===== src/rtl/wb_periph_reg_bridge_pkg.sv =====
// Shared types and constants for the Wishbone to reg-bus bridge.
package wbr_pkg;

    // Bridge access sequencing.
    typedef enum logic [1:0] {
        WBR_IDLE = 2'd0,
        WBR_REQ  = 2'd1,
        WBR_RESP = 2'd2
    } wbr_state_t;

    // Read data returned on a watchdog-terminated access.
    localparam logic [31:0] WBR_ERR_RDATA = 32'hDEAD_BEEF;

    // Width of the access watchdog counter.
    localparam int unsigned WBR_CNT_W = 8;

endpackage : wbr_pkg


===== src/rtl/wb_periph_reg_bridge_if.sv =====
// Bundle of the Wishbone slave port and the reg-bus master port of the bridge.
interface wb_periph_reg_bridge_if #(
    parameter int unsigned AW = 8,
    parameter int unsigned DW = 32
) ();

    // Wishbone classic side
    logic              wbs_cyc_i;
    logic              wbs_stb_i;
    logic              wbs_we_i;
    logic [AW-1:0]     wbs_adr_i;
    logic [DW-1:0]     wbs_dat_i;
    logic [DW/8-1:0]   wbs_sel_i;
    logic [DW-1:0]     wbs_dat_o;
    logic              wbs_ack_o;
    logic              wbs_err_o;

    // Reg-bus side towards the peripheral hub
    logic              reg_cs;
    logic              reg_wr;
    logic [AW-1:0]     reg_addr;
    logic [DW-1:0]     reg_wdata;
    logic [DW/8-1:0]   reg_be;
    logic [DW-1:0]     reg_rdata;
    logic              reg_ack;

    // Bridge view: Wishbone slave, reg-bus master.
    modport slave (
        input  wbs_cyc_i, wbs_stb_i, wbs_we_i, wbs_adr_i, wbs_dat_i, wbs_sel_i,
        output wbs_dat_o, wbs_ack_o, wbs_err_o,
        output reg_cs, reg_wr, reg_addr, reg_wdata, reg_be,
        input  reg_rdata, reg_ack
    );

    // Environment view: Wishbone master plus the hub.
    modport master (
        output wbs_cyc_i, wbs_stb_i, wbs_we_i, wbs_adr_i, wbs_dat_i, wbs_sel_i,
        input  wbs_dat_o, wbs_ack_o, wbs_err_o,
        input  reg_cs, reg_wr, reg_addr, reg_wdata, reg_be,
        output reg_rdata, reg_ack
    );

endinterface : wb_periph_reg_bridge_if


===== src/rtl/wb_periph_reg_bridge.sv =====
// Wishbone classic slave to single-master reg-bus bridge for the peripheral hub.
// Every request and response is registered; reg_cs is low for at least two
// cycles between accesses. Define WBR_TIMEOUT_EN to bound each access with a
// watchdog that terminates it with a bus error after TIMEOUT_CYC cycles.
module wb_periph_reg_bridge
    import wbr_pkg::*;
#(
    parameter int unsigned AW          = 8,
    parameter int unsigned DW          = 32,
    parameter int unsigned TIMEOUT_CYC = 255
) (
    input  logic                   app_clk,
    input  logic                   reset_n,
    wb_periph_reg_bridge_if.slave  bus
);

    localparam int unsigned BW = DW / 8;

    // Elaboration guard: the watchdog counter is WBR_CNT_W bits wide.
    if ((TIMEOUT_CYC < 1) || (TIMEOUT_CYC > ((1 << WBR_CNT_W) - 1))) begin : g_bad_timeout
        $error("TIMEOUT_CYC out of range for the watchdog counter");
    end

    wbr_state_t      state_q, state_d;
    logic            cs_q, cs_d;
    logic            wr_q, wr_d;
    logic [AW-1:0]   addr_q, addr_d;
    logic [DW-1:0]   wdata_q, wdata_d;
    logic [BW-1:0]   be_q, be_d;
    logic [DW-1:0]   rdata_q, rdata_d;
    logic            ack_q, ack_d;
    logic            err_q, err_d;
    logic            expire_c;

`ifdef WBR_TIMEOUT_EN
    logic [WBR_CNT_W-1:0] cnt_q, cnt_d;
    logic [WBR_CNT_W-1:0] cnt_inc_c;

    // Watchdog: this REQ cycle is the last one allowed without a hub ack.
    assign cnt_inc_c = cnt_q + WBR_CNT_W'(1);
    assign expire_c  = (state_q == WBR_REQ) && (cnt_inc_c == WBR_CNT_W'(TIMEOUT_CYC));
`else
    assign expire_c  = 1'b0;
`endif

    // Next-state and next-output decode for the access sequencer.
    always_comb begin
        state_d = state_q;
        cs_d    = cs_q;
        wr_d    = wr_q;
        addr_d  = addr_q;
        wdata_d = wdata_q;
        be_d    = be_q;
        rdata_d = rdata_q;
        ack_d   = 1'b0;
        err_d   = 1'b0;
`ifdef WBR_TIMEOUT_EN
        cnt_d   = cnt_q;
`endif
        unique case (state_q)
            WBR_IDLE: begin
                if (bus.wbs_cyc_i && bus.wbs_stb_i) begin
                    state_d = WBR_REQ;
                    cs_d    = 1'b1;
                    wr_d    = bus.wbs_we_i;
                    addr_d  = bus.wbs_adr_i;
                    wdata_d = bus.wbs_dat_i;
                    be_d    = bus.wbs_sel_i;
`ifdef WBR_TIMEOUT_EN
                    cnt_d   = '0;
`endif
                end
            end
            WBR_REQ: begin
`ifdef WBR_TIMEOUT_EN
                cnt_d = cnt_inc_c;
`endif
                // A hub ack on the expiry cycle still completes normally.
                if (bus.reg_ack) begin
                    state_d = WBR_RESP;
                    cs_d    = 1'b0;
                    rdata_d = bus.reg_rdata;
                    ack_d   = bus.wbs_cyc_i;
                end else if (expire_c) begin
                    state_d = WBR_RESP;
                    cs_d    = 1'b0;
                    rdata_d = DW'(WBR_ERR_RDATA);
                    err_d   = bus.wbs_cyc_i;
                end
            end
            WBR_RESP: begin
                state_d = WBR_IDLE;
            end
            default: begin
                state_d = WBR_IDLE;
                cs_d    = 1'b0;
            end
        endcase
    end

    // State, capture registers and watchdog counter.
    always_ff @(posedge app_clk) begin
        if (!reset_n) begin
            state_q <= WBR_IDLE;
            cs_q    <= 1'b0;
            wr_q    <= 1'b0;
            addr_q  <= '0;
            wdata_q <= '0;
            be_q    <= '0;
            rdata_q <= '0;
            ack_q   <= 1'b0;
            err_q   <= 1'b0;
`ifdef WBR_TIMEOUT_EN
            cnt_q   <= '0;
`endif
        end else begin
            state_q <= state_d;
            cs_q    <= cs_d;
            wr_q    <= wr_d;
            addr_q  <= addr_d;
            wdata_q <= wdata_d;
            be_q    <= be_d;
            rdata_q <= rdata_d;
            ack_q   <= ack_d;
            err_q   <= err_d;
`ifdef WBR_TIMEOUT_EN
            cnt_q   <= cnt_d;
`endif
        end
    end

    assign bus.reg_cs    = cs_q;
    assign bus.reg_wr    = wr_q;
    assign bus.reg_addr  = addr_q;
    assign bus.reg_wdata = wdata_q;
    assign bus.reg_be    = be_q;
    assign bus.wbs_dat_o = rdata_q;
    assign bus.wbs_ack_o = ack_q;
`ifdef WBR_TIMEOUT_EN
    assign bus.wbs_err_o = err_q;
`else
    assign bus.wbs_err_o = 1'b0;

    // Without the watchdog no error can be raised; keep the flop tied off.
    logic unused_err;
    assign unused_err = err_q;
`endif

endmodule : wb_periph_reg_bridge

===== src/flat_wrapper.sv =====
// flat-port wrapper written by rule: the top's interface ports become plain ports
module wb_periph_reg_bridge_flat import wbr_pkg::*;
#(
    parameter int unsigned AW          = 8,
    parameter int unsigned DW          = 32,
    parameter int unsigned TIMEOUT_CYC = 255
)
  (app_clk, reset_n, bus_wbs_cyc_i, bus_wbs_stb_i, bus_wbs_we_i, bus_wbs_adr_i, bus_wbs_dat_i, bus_wbs_sel_i, bus_wbs_dat_o, bus_wbs_ack_o, bus_wbs_err_o, bus_reg_cs, bus_reg_wr, bus_reg_addr, bus_reg_wdata, bus_reg_be, bus_reg_rdata, bus_reg_ack);
  wb_periph_reg_bridge_if #(.AW(AW), .DW(DW)) bus_i ();
  input  logic app_clk;
  input  logic reset_n;
  input wire logic [$bits(bus_i.wbs_cyc_i)-1:0] bus_wbs_cyc_i;
  input wire logic [$bits(bus_i.wbs_stb_i)-1:0] bus_wbs_stb_i;
  input wire logic [$bits(bus_i.wbs_we_i)-1:0] bus_wbs_we_i;
  input wire logic [$bits(bus_i.wbs_adr_i)-1:0] bus_wbs_adr_i;
  input wire logic [$bits(bus_i.wbs_dat_i)-1:0] bus_wbs_dat_i;
  input wire logic [$bits(bus_i.wbs_sel_i)-1:0] bus_wbs_sel_i;
  output wire logic [$bits(bus_i.wbs_dat_o)-1:0] bus_wbs_dat_o;
  output wire logic [$bits(bus_i.wbs_ack_o)-1:0] bus_wbs_ack_o;
  output wire logic [$bits(bus_i.wbs_err_o)-1:0] bus_wbs_err_o;
  output wire logic [$bits(bus_i.reg_cs)-1:0] bus_reg_cs;
  output wire logic [$bits(bus_i.reg_wr)-1:0] bus_reg_wr;
  output wire logic [$bits(bus_i.reg_addr)-1:0] bus_reg_addr;
  output wire logic [$bits(bus_i.reg_wdata)-1:0] bus_reg_wdata;
  output wire logic [$bits(bus_i.reg_be)-1:0] bus_reg_be;
  input wire logic [$bits(bus_i.reg_rdata)-1:0] bus_reg_rdata;
  input wire logic [$bits(bus_i.reg_ack)-1:0] bus_reg_ack;
  assign bus_i.wbs_cyc_i = bus_wbs_cyc_i;
  assign bus_i.wbs_stb_i = bus_wbs_stb_i;
  assign bus_i.wbs_we_i = bus_wbs_we_i;
  assign bus_i.wbs_adr_i = bus_wbs_adr_i;
  assign bus_i.wbs_dat_i = bus_wbs_dat_i;
  assign bus_i.wbs_sel_i = bus_wbs_sel_i;
  assign bus_wbs_dat_o = bus_i.wbs_dat_o;
  assign bus_wbs_ack_o = bus_i.wbs_ack_o;
  assign bus_wbs_err_o = bus_i.wbs_err_o;
  assign bus_reg_cs = bus_i.reg_cs;
  assign bus_reg_wr = bus_i.reg_wr;
  assign bus_reg_addr = bus_i.reg_addr;
  assign bus_reg_wdata = bus_i.reg_wdata;
  assign bus_reg_be = bus_i.reg_be;
  assign bus_i.reg_rdata = bus_reg_rdata;
  assign bus_i.reg_ack = bus_reg_ack;
  wb_periph_reg_bridge #(.AW(AW), .DW(DW), .TIMEOUT_CYC(TIMEOUT_CYC)) u_core (.app_clk(app_clk), .reset_n(reset_n), .bus(bus_i));
endmodule

===== config.mk =====
export PLATFORM = sky130hd
export DESIGN_NAME = wb_periph_reg_bridge_flat
export DESIGN_NICKNAME = d
export VERILOG_FILES = /design/src/rtl/wb_periph_reg_bridge_pkg.sv /design/src/rtl/wb_periph_reg_bridge_if.sv /design/src/rtl/wb_periph_reg_bridge.sv /design/src/flat_wrapper.sv
export SDC_FILE = /design/constraint.sdc
export NUM_CORES = 1
export LEC_CHECK = 0
export ABC_AREA = 1
export CORE_AREA = 2 2 99 101
export DETAILED_ROUTE_END_ITERATION = 10
export DIE_AREA = 0 0 101 103
export HOLD_SLACK_MARGIN = 0.06
export PLACE_DENSITY = 0.82
export SETUP_SLACK_MARGIN = 0.1
export SLEW_MARGIN = 20
export SYNTH_ARGS = -nofsm -noshare
export SYNTH_HDL_FRONTEND = slang
export SYNTH_SLANG_ARGS = --single-unit

===== constraint.sdc =====
create_clock -name app_clk -period 1 [get_ports app_clk]
set_input_delay 0.15 -clock app_clk [delete_from_list [all_inputs] [get_ports app_clk]]
set_output_delay 0.15 -clock app_clk [all_outputs]
set_load 0.05 [all_outputs]

Word level (Yosys, flattened, before mapping)
Index checks and enable logic that the tools add are counted.
- bits in latches: 0
- memories kept: 0
- input port bits: 82
- RAM bits: 0
- output and inout port bits: 80
- flip-flop bits (word level): 81
- bits in read-only memories: 0
- shifts and indexed selects: 0
- muxes and demuxes: 6
- bitwise gates (word level): 1
- reductions and logical operators: 7
- div/mod/pow operators: 0
- eq/ne operators: 4
- magnitude comparators: 0
- add/sub/neg operators: 0
- $mul: 0
- operators with widths (cell ; number):
    2-bit AND reduction ; 3
    3-bit AND reduction ; 2
    2-bit two-way mux ; 2
    2-bit one-hot mux with 2 select lines ; 1
    1-bit one-hot mux with 3 select lines ; 1
    2-bit by 1-bit equality test with 1-bit output, second input constant ; 1
    2-bit equality test, second input constant ; 1
    2-bit logical NOT ; 1
    1-bit two-way mux ; 2
    2-bit by 1-bit inequality test with 1-bit output, second input constant ; 1
    2-bit inequality test, second input constant ; 1
    1-bit logical AND ; 1
    1-bit NOT ; 1

Longest topological paths before layout
- depth after elaboration: 3
- gate-level depth with buffers: 7
- gate-level depth less buffers: 6

Worst setup path after synthesis
Ideal clock, no wire load.
- path type: register to register
- start point: register u_core.state_q[0]
- end point: register u_core.addr_q[0] (netlist: u_core.bus.reg_addr[0])
- data required time: 0.936 ns
- cell stages (with the launch flop): 8
- buffers on the path: 2
- setup slack: -0.074 ns
- arrival: 1.010 ns
- cells stage by stage: dfxtp_1 > buf_4 > nor2_8 > nand2_4 > inv_4 > buf_6 > nor2_1 > nor2_1
- word-level cells in the longest chain between the ends: 2
- RTL lines (what ; RTL line ; source):
    start: declaration ; wb_periph_reg_bridge.sv:24 ; wbr_state_t state_q, state_d;
    start signal: assignment ; wb_periph_reg_bridge.sv:117 ; state_q <= state_d;
    2-bit logical NOT ; wb_periph_reg_bridge.sv:60 ; unique case (state_q)
    2-bit AND reduction (no line) ; -- ;
    end signal: assignment ; wb_periph_reg_bridge.sv:120 ; addr_q <= addr_d;
    end: declaration ; wb_periph_reg_bridge.sv:27 ; logic [AW-1:0] addr_q, addr_d;
Every way passes these cells.
A chain may end at the register's enable or synchronous reset.

Worst setup path after layout
- start point: register u_core.state_q[0]
- end point: register u_core.rdata_q[12] (netlist: u_core.bus.wbs_dat_o[12])
- word-level cells in the longest chain between the ends: 2
- RTL lines (what ; RTL line ; source):
    2-bit by 1-bit equality test with 1-bit output ; -- ;
    2-bit AND reduction (no line) ; -- ;
    end signal: assignment ; wb_periph_reg_bridge.sv:123 ; rdata_q <= rdata_d;
    end: declaration ; wb_periph_reg_bridge.sv:30 ; logic [DW-1:0] rdata_q, rdata_d;
Every way passes these cells.

==> results.yml <==
route:
  drc: 0
  drtAntennaViolNets: 0
  drt-initial-drc-count: 150
  wl_per_cell_um: 19.1
  vias: 3805
  vias_per_cell: 5.15
  dr.pass1.iters: 4
  routed_wl_mm: 14.1
floorplanning:
  die_w_um: 101
  die_h_um: 103
  io_pins: 162
  rows: 36
  initial_core_util_pct: 34.4
  core_mm2: 0.00946
  dieArea_mm2: 0.0104
cts:
  ctsHoldBuffers: 0
  clock_latency_ns: 0.36
  path_clk_slew_ns: 0.10
  clkSinkCount: 81
  cts_buffer_depth: 2
  root_buffer: "clkbuf_8"
  htreeDepth: 3
  cts_tree: "yes"
  cts_buffers: 9
setup_path:
  critPathTopFamily: "buffers and inverters"
  critPathKind: "reg2reg"
  max_stage_delay_ns: 0.35
  cp-end-kind: "flop"
  worstPathMaxFanout: 9
  worstSetupStartpointType: "flop"
  path_buf_inv: 4
  crit_required_ns: 1.28
  path_cells: "buf_12, buf_4, buf_8, buf_16, nand4_1, a21oi_1"
  slowest_stage: "dfxtp_2"
  arrival_ns: 1.53
power_and_ir_drop:
  p_leak_uw: 0.00295
  ir_drop_v: 0.000816
  power_density_mw_per_mm2: 1190
yosys:
  synth.yosys.seq_area_share_pct: 49.8
  synth_cell_types: 20
  synth-seq-cells: 81
  synthTopCellsByArea: "dfxtp_1 (50%), nand3b_1 (11%), nor2_1 (10%)"
  syn_inst: 408
  synth_warnings: 0
  synth_nets: 490
  syn_area_per_cell_um2: 7.98
  synth.cell_area_mm2: 0.00325
  yosysTopAreaCell: "dfxtp_1"
  synth_top_area_share_pct: 49.8
global_route:
  grt_pass1_vias: 3767
  grt_pass1_wl_mm: 19.3
  grt_max_degree: 46
  antenna_found_initial: 0
  grt_usage_pct: 24.1
  grt_overflow_total: 0
sta:
  final-setup-viol-count: 130
  fin_crit_ns: 1.25
  worst_slack_ns: -0.249
  hold_viol: 0
  setup_tns_ns: -13.07
  whs_ns: 0.360
  layout_worst_path_cycle_share_pct: 125
  rsz0062_at_grt: "true"
  skew_ns: 0.0103
  clock.fmax_mhz: 801
  slew_viol_final: 0
placement:
  place_hpwl_mm: 7.58
  port_buffers: 160
  gp_congestion: 0.806
hold_path:
  hold_path_class: "in2reg"
cells_and_area:
  final_cell_mix: "buf_12 (95), nor2_1 (85), clkdlybuf4s50_1 (80)"
  synthToLayoutAreaGrowth_pct: 128
  diodes: 0
  drive_gt1_share_pct: 51.2
  final_nets: 702
  final_common_cell: "buf_12"
status:
  violations: "setup timing"
  status: "complete, but fails checks"
flow_run:
  max-cap-violations: 0
-- cell families (layout without fill, tap and decap cells) --
family / count (synthesis) / count (layout) / synth area share, %
simple gates: 252 / 252 / 38.1
compound gates: 35 / 35 / 5.38
other cells: 1 / 1 / 0.115
flops: 81 / 81 / 49.8
buf+inv: 39 / 256 / 6.57
-- what timing repair did --
item,in CTS,in global routing
resized for setup,155,84
hold endpoints to repair,0,0
setup endpoints to repair,160,160
pin swaps,36,51
setup buffers,26,16
gates cloned,12,6
-- worst register-to-register path, stage by stage (launching register included) --
cell	delay [ns]
dfxtp_2	0.35
buf_12	0.13
buf_4	0.11
buf_8	0.12
buf_16	0.13
nand4_1	0.12
a21oi_1	0.21
-- synthesized netlist by cell type --
library cell  number
nor2_1            91
dfxtp_1           81
nand2_1           79
nand3b_1          46
a21oi_1           34
nand4_1           32
buf_2             13
buf_1             11
buf_4              5
buf_6              4
clkbuf_1           2
inv_2              2
clkinv_1           1
conb_1             1
inv_4              1
nand2_4            1
nand3_4            1
nor2_8             1
nor3b_1            1
o21ai_0            1
-- stage by stage --
| stage | std cells | worst slack, ns | power (uW) | instance area (um2) | utilization, % |
|---|---|---|---|---|---|
| final | 739 | -0.249 | 8800 | 7410 | 78.4 |
| after global routing | 739 | -0.293 | 9090 | 7410 | 78.4 |
| after CTS | 721 | -0.162 | 8600 | 6930 | 73.3 |
| after detailed placement | 668 | -0.376 | 5930 | 5890 | 62.2 |
| after global placement | 668 | -0.329 | 5880 | 5890 | 62.2 |
| after floorplan | 408 | -0.0560 | 4660 | 3290 | - |
-- where the power goes --
group / total (uW) / switching [uW] / internal (uW)
Sequential: 3570 / 189 / 3380
Clock: 2470 / 1260 / 1220
Combinational: 2760 / 1300 / 1460
Total: 8800 / 2750 / 6050
-- cell type report --
| class | instances | area [um2] |
|---|---|---|
| repair buffers | 235 | 3500 |
| fillers | 550 | 2050 |
| flip-flops and latches | 81 | 1790 |
| multi-input cells | 288 | 1740 |
| well taps | 114 | 143 |
| clock buffers | 11 | 141 |
| clock inverters | 5 | 55.1 |
| inverters | 4 | 28.8 |
| repair inverters | 1 | 16.3 |
-- path summary, 6_finish.rpt --
kind	start	to	slack (ns)	depth (start not counted)
worst min register to register	u_core.bus.wbs_dat_o[19]	u_core.bus.wbs_dat_o[19]	0.50	2
worst max register to register	u_core.state_q[0]	u_core.bus.wbs_dat_o[12]	-0.25	6
worst min-delay path	bus_reg_rdata[10]	u_core.bus.wbs_dat_o[10]	0.36	3
worst max-delay path	u_core.state_q[0]	u_core.bus.wbs_dat_o[12]	-0.25	6
-- flip-flops by register name (all words and copies together), names as in the netlist --
| name | cells |
|---|---|
| u_core.bus.reg_wr | 1 |
| u_core.bus.reg_be | 4 |
| u_core.bus.reg_cs | 1 |
| u_core.state_q | 2 |
| u_core.bus.reg_addr | 8 |
| u_core.bus.wbs_ack_o | 1 |
| u_core.bus.reg_wdata | 32 |
| u_core.bus.wbs_dat_o | 32 |
-- per-layer routing --
layer / share of wire, % / global-route usage, % / up-vias
met5: 0 / 0 / -
met4: 3.8 / 12.5 / 0
met3: 6.5 / 6.92 / 41
met2: 53 / 43.4 / 185
met1: 37 / 25.7 / 1801
li1: - / - / 1778
(Power assumes the default switching activity.)
